--- src/rtl/instr_mem.sv ---
// Instruction memory: registered fetch port plus a reload FSM that clears the
// array to HALT_WORD and then streams in a new program over a valid/ready link.
module instr_mem #(
  parameter int unsigned       ADDR_W    = 8,
  parameter int unsigned       DATA_W    = 16,
  parameter int unsigned       DEPTH     = 256,
  parameter logic [DATA_W-1:0] HALT_WORD = DATA_W'(16'h0800)
) (
  input  logic              clock,
  input  logic              reset,
  input  logic              f_en,
  input  logic              f_flush,
  input  logic [ADDR_W-1:0] f_addr,
  output logic [DATA_W-1:0] f_instr,
  output logic              f_valid,
  input  logic              ld_start,
  input  logic              ld_valid,
  input  logic              ld_last,
  input  logic [DATA_W-1:0] ld_data,
  output logic              ld_ready,
  output logic              ld_busy,
  output logic [ADDR_W:0]   ld_count
);

  localparam int unsigned     CNT_W   = ADDR_W + 1;
  localparam int unsigned     IDX_W   = (DEPTH > 1) ? $clog2(DEPTH) : 1;
  localparam logic [CNT_W-1:0] DEPTH_C = CNT_W'(DEPTH);
  localparam logic [CNT_W-1:0] LAST_C  = CNT_W'(DEPTH - 1);

  typedef enum logic [1:0] {IDLE, CLEAR, LOAD, DONE} state_t;

  state_t             state, state_d;
  logic [CNT_W-1:0]   clr_ptr, clr_ptr_d, count_d;
  logic               ready_d, busy_d, we, accept;
  logic [IDX_W-1:0]   waddr;
  logic [DATA_W-1:0]  wdata;
  logic [DATA_W-1:0]  mem [DEPTH];

  // Next-state, write-port and next-output logic for the load FSM
  always_comb begin
    state_d   = state;
    clr_ptr_d = clr_ptr;
    count_d   = ld_count;
    we        = 1'b0;
    accept    = 1'b0;
    waddr     = '0;
    wdata     = ld_data;
    case (state)
      IDLE: begin
        if (ld_start) begin
          state_d   = CLEAR;
          clr_ptr_d = '0;
          count_d   = '0;
        end
      end
      CLEAR: begin
        we        = 1'b1;
        waddr     = IDX_W'(clr_ptr);
        wdata     = HALT_WORD;
        clr_ptr_d = clr_ptr + CNT_W'(1);
        if (clr_ptr == LAST_C) state_d = LOAD;
      end
      LOAD: begin
        accept = ld_valid && ld_ready && (ld_count != DEPTH_C);
        if (accept) begin
          we      = 1'b1;
          waddr   = IDX_W'(ld_count);
          count_d = ld_count + CNT_W'(1);
          if (ld_last || (count_d == DEPTH_C)) state_d = DONE;
        end
      end
      DONE:    state_d = IDLE;
      default: state_d = IDLE;
    endcase
    busy_d  = (state_d != IDLE);
    ready_d = (state_d == LOAD) && (count_d != DEPTH_C);
  end

  always_ff @(posedge clock) begin
    if (reset) begin
      state    <= IDLE;
      clr_ptr  <= '0;
      ld_count <= '0;
      ld_ready <= 1'b0;
      ld_busy  <= 1'b0;
    end else begin
      state    <= state_d;
      clr_ptr  <= clr_ptr_d;
      ld_count <= count_d;
      ld_ready <= ready_d;
      ld_busy  <= busy_d;
    end
  end

  // Single write port shared by clear and load; contents are never reset
  always_ff @(posedge clock) begin
    if (we && !reset) mem[waddr] <= wdata;
  end

  // Registered fetch; a busy loader hides the partially written program
  always_ff @(posedge clock) begin
    if (reset || f_flush || ld_busy) begin
      f_instr <= HALT_WORD;
      f_valid <= 1'b0;
    end else if (f_en) begin
      f_valid <= 1'b1;
      if ({1'b0, f_addr} >= DEPTH_C) f_instr <= HALT_WORD;
      else                           f_instr <= mem[IDX_W'(f_addr)];
    end
  end

endmodule

--- config.mk ---
export PLATFORM = sky130hd
export DESIGN_NAME = instr_mem
export DESIGN_NICKNAME = d
export VERILOG_FILES = /design/src/rtl/instr_mem.sv
export SDC_FILE = /design/constraint.sdc
export NUM_CORES = 2
export LEC_CHECK = 0
export CORE_UTILIZATION = 25
export DETAILED_ROUTE_END_ITERATION = 7
export HOLD_SLACK_MARGIN = 0.1
export MAX_ROUTING_LAYER = met4
export PLACE_DENSITY = 0.43
export SLEW_MARGIN = 20
export SYNTH_ARGS = -nofsm -noshare
export SYNTH_HDL_FRONTEND = slang
export SYNTH_SLANG_ARGS = --single-unit
--- constraint.sdc ---
create_clock -name clock -period 9.5 [get_ports clock]
set_clock_uncertainty 0.15 [all_clocks]
set_input_delay 1.9 -clock clock [delete_from_list [all_inputs] [get_ports clock]]
set_output_delay 1.9 -clock clock [all_outputs]
set_load 0.1 [all_outputs]
# == Yosys cells after proc, flatten, opt, wreduce, memory -nomap -nowiden ==
# Memories as Yosys holds them, arrays and structs flattened. A register that Yosys moved wholly into a read port is not among the register bits.
# Cells that the tools add are included.
# op_classes
eq_ne,9
n_addsub,2
n_mux,17
n_reduce_logical,12
# op_table
cell,n
9-bit case mux with 2 select lines,2
9-bit two-way mux,3
"9-bit by 1-bit adder with 9-bit output, second input constant",2
"9-bit != test, second input constant",2
16-bit two-way mux,1
8-bit case mux with 2 select lines,1
"9-bit by 8-bit == test with 1-bit output, second input constant",1
"9-bit == test, second input constant",1
2-bit two-way mux,4
8-bit two-way mux,1
2-bit case mux with 4 select lines,1
"2-bit == test, second input constant",3
1-bit logical AND,4
2-bit nonzero test,2
1-bit logical OR,3
1-bit two-way mux,3
"2-bit by 1-bit == test with 1-bit output, second input constant",1
2-bit logical NOT,1
"2-bit != test, second input constant",1
1-bit case mux with 2 select lines,1
2-bit AND reduction,1
1-bit logical NOT,1
# totals
in_bits,31
memories,1
wordCells,47
ram_bits,4096
out_inout_bits,28
reg_bits,23
# memory_table
memory,words,word_bits,rd,rd_ports_with_merged_regs,write_ports,line,text
mem,256,16,1,1,1,37,logic [DATA_W-1:0] mem [DEPTH];

# == Longest topological paths before layout ==
# depth
depth_word,8
mapped_depth,13
ltp_nobuf,10

# == Worst setup path before layout ==
# Ideal clock, no wire load.
# synth_timing
path_kind,input port to flip-flop
startpoint,in ld_data[10]
endpoint,"mem mem[0][10], data pin"
required_time_ns,7.904
arrival_ns,8.045
n_path_buf,0
setup_ns,1.446
stages,1
setup_slack_ns,-0.141
cell_sequence,nor2b_1
# synth_via
elab_chain_cells,1
# synth_rtl
item,line,text
start: declaration,19,"input logic [DATA_W-1:0] ld_data,"
16-bit two-way mux,48,case (state)
end: declaration,37,
# No other way between the ends.

# == Worst setup path after layout ==
# layout_timing
startpoint,in ld_valid
endpoint,"mem mem[71][3], enable pin"
# layout_via
elab_chain_cells,7
word_cells_on_any_way,9
cone_classes,mux (6); reduce/logical (3)
# layout_rtl
item,line,text
start: declaration,17,"input logic ld_valid,"
1-bit logical AND (*) (2 in series),64,accept = ld_valid && ld_ready && (ld_count != DEPTH_C);
1-bit two-way mux,65,if (accept) begin
1-bit case mux with 2 select lines,48,
1-bit logical AND,97,if (we && !reset) mem[waddr] <= wdata;
1-bit two-way mux,97,
1-bit two-way mux (not written as such),97,
# Mark *: on every way between the ends. The rest lies on a longest branch, timed or not.

==> metrics <==
TritonCTS buffer count=441; Post-DRT Antenna Nets=0; clock transition at the registers of the reported paths=60 ps; GR Util All Layers=16.19%; via count=78100; share of post-route cells with drive strength above 1=28.43%; CTS tree=built; final wirelength=520500 um; initial antenna violation count=52; worst-margin pin slew=1285 ps; DRC viols=0; Die W=801.6 um; Buf+Inv Stages, Crit Path=2; Primary FF master, synth=edfxtp_1; WP data arrival=6360 ps; cells along the critical path=clkdlybuf4s50_1 > nand2_1 > a31oi_1 > ha_1 > a22o_1 > nand2_1 > nor2b_1 > nand3_2 > buf_4 > nor2_2; Yosys cell types=62; DR pass1 iterations=5; synthesis-to-layout area growth=16.36%; nets=7585; final std cell area, no fill=186000 um2; Slew Viols, Final=0; Setup crit start=ld_valid; Critical Path End=mem[71][3]; capturing point of the worst reg2reg path=mem[236][15]; Fillers=61440; Post-Syn Nets=7255; post-CTS setup buffers=0; PD cells=212.3 nW/um2; CP max-delay cell=nor2_2; 1st-iter DRT viols=8855; Crit path top cell by count=nand2_1; FF+latch count, synth=4135; reg2reg setup slack=4110 ps; first-pass GRT wire length=705500 um; WP data required=9980 ps; f_max=170.0 MHz; dpl ws=2306 ps; VDD IR max=0.0001718 V; hold buffer count at cts=0; final period utilization=61.93%; worst hold path startpoint=clr_ptr[8]; register area share after synthesis=77.44%; Clock Sinks=4135; EDFF count, synth=4096; R2R Path Start=ld_count[3]; vias per inst=4.783; Hold Crit Class=reg2reg; area leader, netlist=edfxtp_1; chip height=801.6 um; H-tree depth=5; dpl cell area=171900 um2; port bufs=58; HPWL after detailed placement=324900 um; routed len/inst=31.88 um; clock latency on the worst-skew pair=1050 ps; Final Hold Fails=0; Ys Warns=0; area of the multi-input gates=34700 um2; number of global-route vias before repair=79620; RSZ-0062 raised after global routing=no; Ports=59; Worst setup SP type=input port; status=complete, no violations; Overflow after GRT=0; CTS max path bufs=4; Top Family by Delay on Critical Path=simple AND/OR/NAND/NOR gates; largest fanout on the critical path=16; Slew headroom=14.33%; Mapped Area=159800 um2; gp weighted congestion=0.8295; Final min period=5883 ps; Pleak=56.20 nW; number of stages on the worst setup path=10; Worst R2R Path Depth=8; Post-Syn Area per Cell=22.15 um2; Resized Gates After CTS=0; die area=642600 um2; Initial Util=25.10%; largest cells by area after synthesis=edfxtp_1 (77%), mux4_2 (15%), mux2i_1 (1.5%), nor2_1 (0.81%), nand2_1 (0.70%); Worst setup EP type=flip-flop; Max-Cap Viols=0; largest net degree at the start of global routing=145; Crit path largest cell delay=890 ps; Tot Pwr=39.49 mW; Async SR Flop Fraction=0%; Setup violations, final=0; Hold Slack=364.3 ps; Clock Tree Root=clkbuf_16; FF+latch area=123800 um2; core area=636800 um2; Final WS setup=3617 ps; Yosys top cell area share=76.95%; Rows=293; WS Path Type=in2reg; Cells after Synth=7216
worst min-delay path by stage:
stage,end,slack [ps],cells after the start
after floorplan,clr_ptr[8],300,2
after global placement,clr_ptr[8],370,2
after detailed placement,clr_ptr[8],350,2
after CTS,clr_ptr[8],370,2
after global routing,clr_ptr[8],380,2
final,clr_ptr[8],360,2
cell usage after synthesis, types with 10 or more instances:
master       n
or2_2       10
nand3_1     59
a21oi_1     58
o211ai_1    14
o22ai_1     86
o21ai_0     44
and3_1      44
dfxtp_1     39
nor3_1      36
mux2i_1    232
nand2b_1    16
a211oi_1    27
inv_1       14
a22oi_1     28
edfxtp_1  4096
nor2b_1     27
nor2_1     344
o221ai_1    55
nand2_1    299
a31oi_1     47
and2_1      13
a311oi_1    10
buf_6       63
mux4_2    1074
a22o_1      10
nand4_1     16
buf_4       58
buf_2      126
clkbuf_1   142
buf_1       24
cells in the final DEF, fill, tap and decap left out, types with 15 or more instances in the layout:
cell / count
nor2_4: 35
mux4_2: 1074
o221ai_1: 55
a31oi_1: 45
bufinv_16: 34
clkbuf_1: 101
clkdlybuf4s50_1: 38
nand4_1: 16
a211oi_1: 26
nor3_1: 31
nand2_1: 296
a22oi_1: 28
clkbuf_16: 443
nand2b_1: 15
edfxtp_1: 4096
o22ai_1: 86
mux2i_1: 230
buf_12: 41
nand3_1: 43
o21ai_0: 42
nor2b_4: 15
nor2_2: 205
clkinv_1: 111
a21oi_1: 58
buf_4: 212
and3_1: 44
clkinv_2: 63
nor2_1: 104
dfxtp_1: 39
clkinvlp_4: 18
power by group:
group | internal [mW] | leakage, nW | switching [mW] | total, mW
clock network | 9.52 | 6.74 | 7.36 | 16.9
logic | 0.656 | 12.1 | 1.69 | 2.35
registers | 20.2 | 37.4 | 0.0193 | 20.3
total | 30.4 | 56.2 | 9.07 | 39.5
routing by layer:
metal,wire [um],track usage [%],vias up
li1,-,-,31180
met1,227400,22.04,43490
met2,244600,25.34,2785
met3,33650,2.712,653
met4,14840,4.062,0
met5,0,-,-
sequential cells by signal, summed over array words and instances (netlist names):
| signal | cells |
|---|---|
| ld_ready | 1 |
| clr_ptr | 9 |
| ld_busy | 1 |
| ld_count | 9 |
| state | 2 |
| mem | 4096 |
| f_instr | 16 |
| f_valid | 1 |
cells by family after synthesis:
group | share of synthesized area (%)
AO/OA/AOI/OAI | 1.875
flip-flops | 77.44
multiplexers | 16.63
buffers and inverters | 1.545
AND/OR/NAND/NOR | 2.400
XOR/XNOR | 0.04931
adder cells (fa/ha/maj) | 0.06263
metrics by stage:
stage | TNS, ps | std cells | utilization, %
floorplan | -253470 | 7216 | -
CTS | 0 | 16310 | 29.19
detailed placement | 0 | 15510 | 27.00
global placement | 0 | 15510 | 26.97
global route | 0 | 16320 | 29.20
finish | 0 | 16330 | 29.21
worst min-delay path, delay by kind of cell, from the launching register on:
family | cells | cell delay [ps]
and+or+nand+nor | 1 | 80
AOI/OAI and AO/OA | 1 | 70
DFF | 1 | 330
layout make-up:
cell class                      instances  area share [%]
Inverter                               19         0.05046
Sequential cell                      4135           66.55
Timing Repair Buffer                  300           1.563
Clock inverter                        257           1.306
Multi-Input combinational cell       2649           18.66
Tap cell                             8407           5.656
Antenna cell                           14         0.01884
Clock buffer                          548           6.194
No activity file was read; power rests on OpenSTA's default activity.
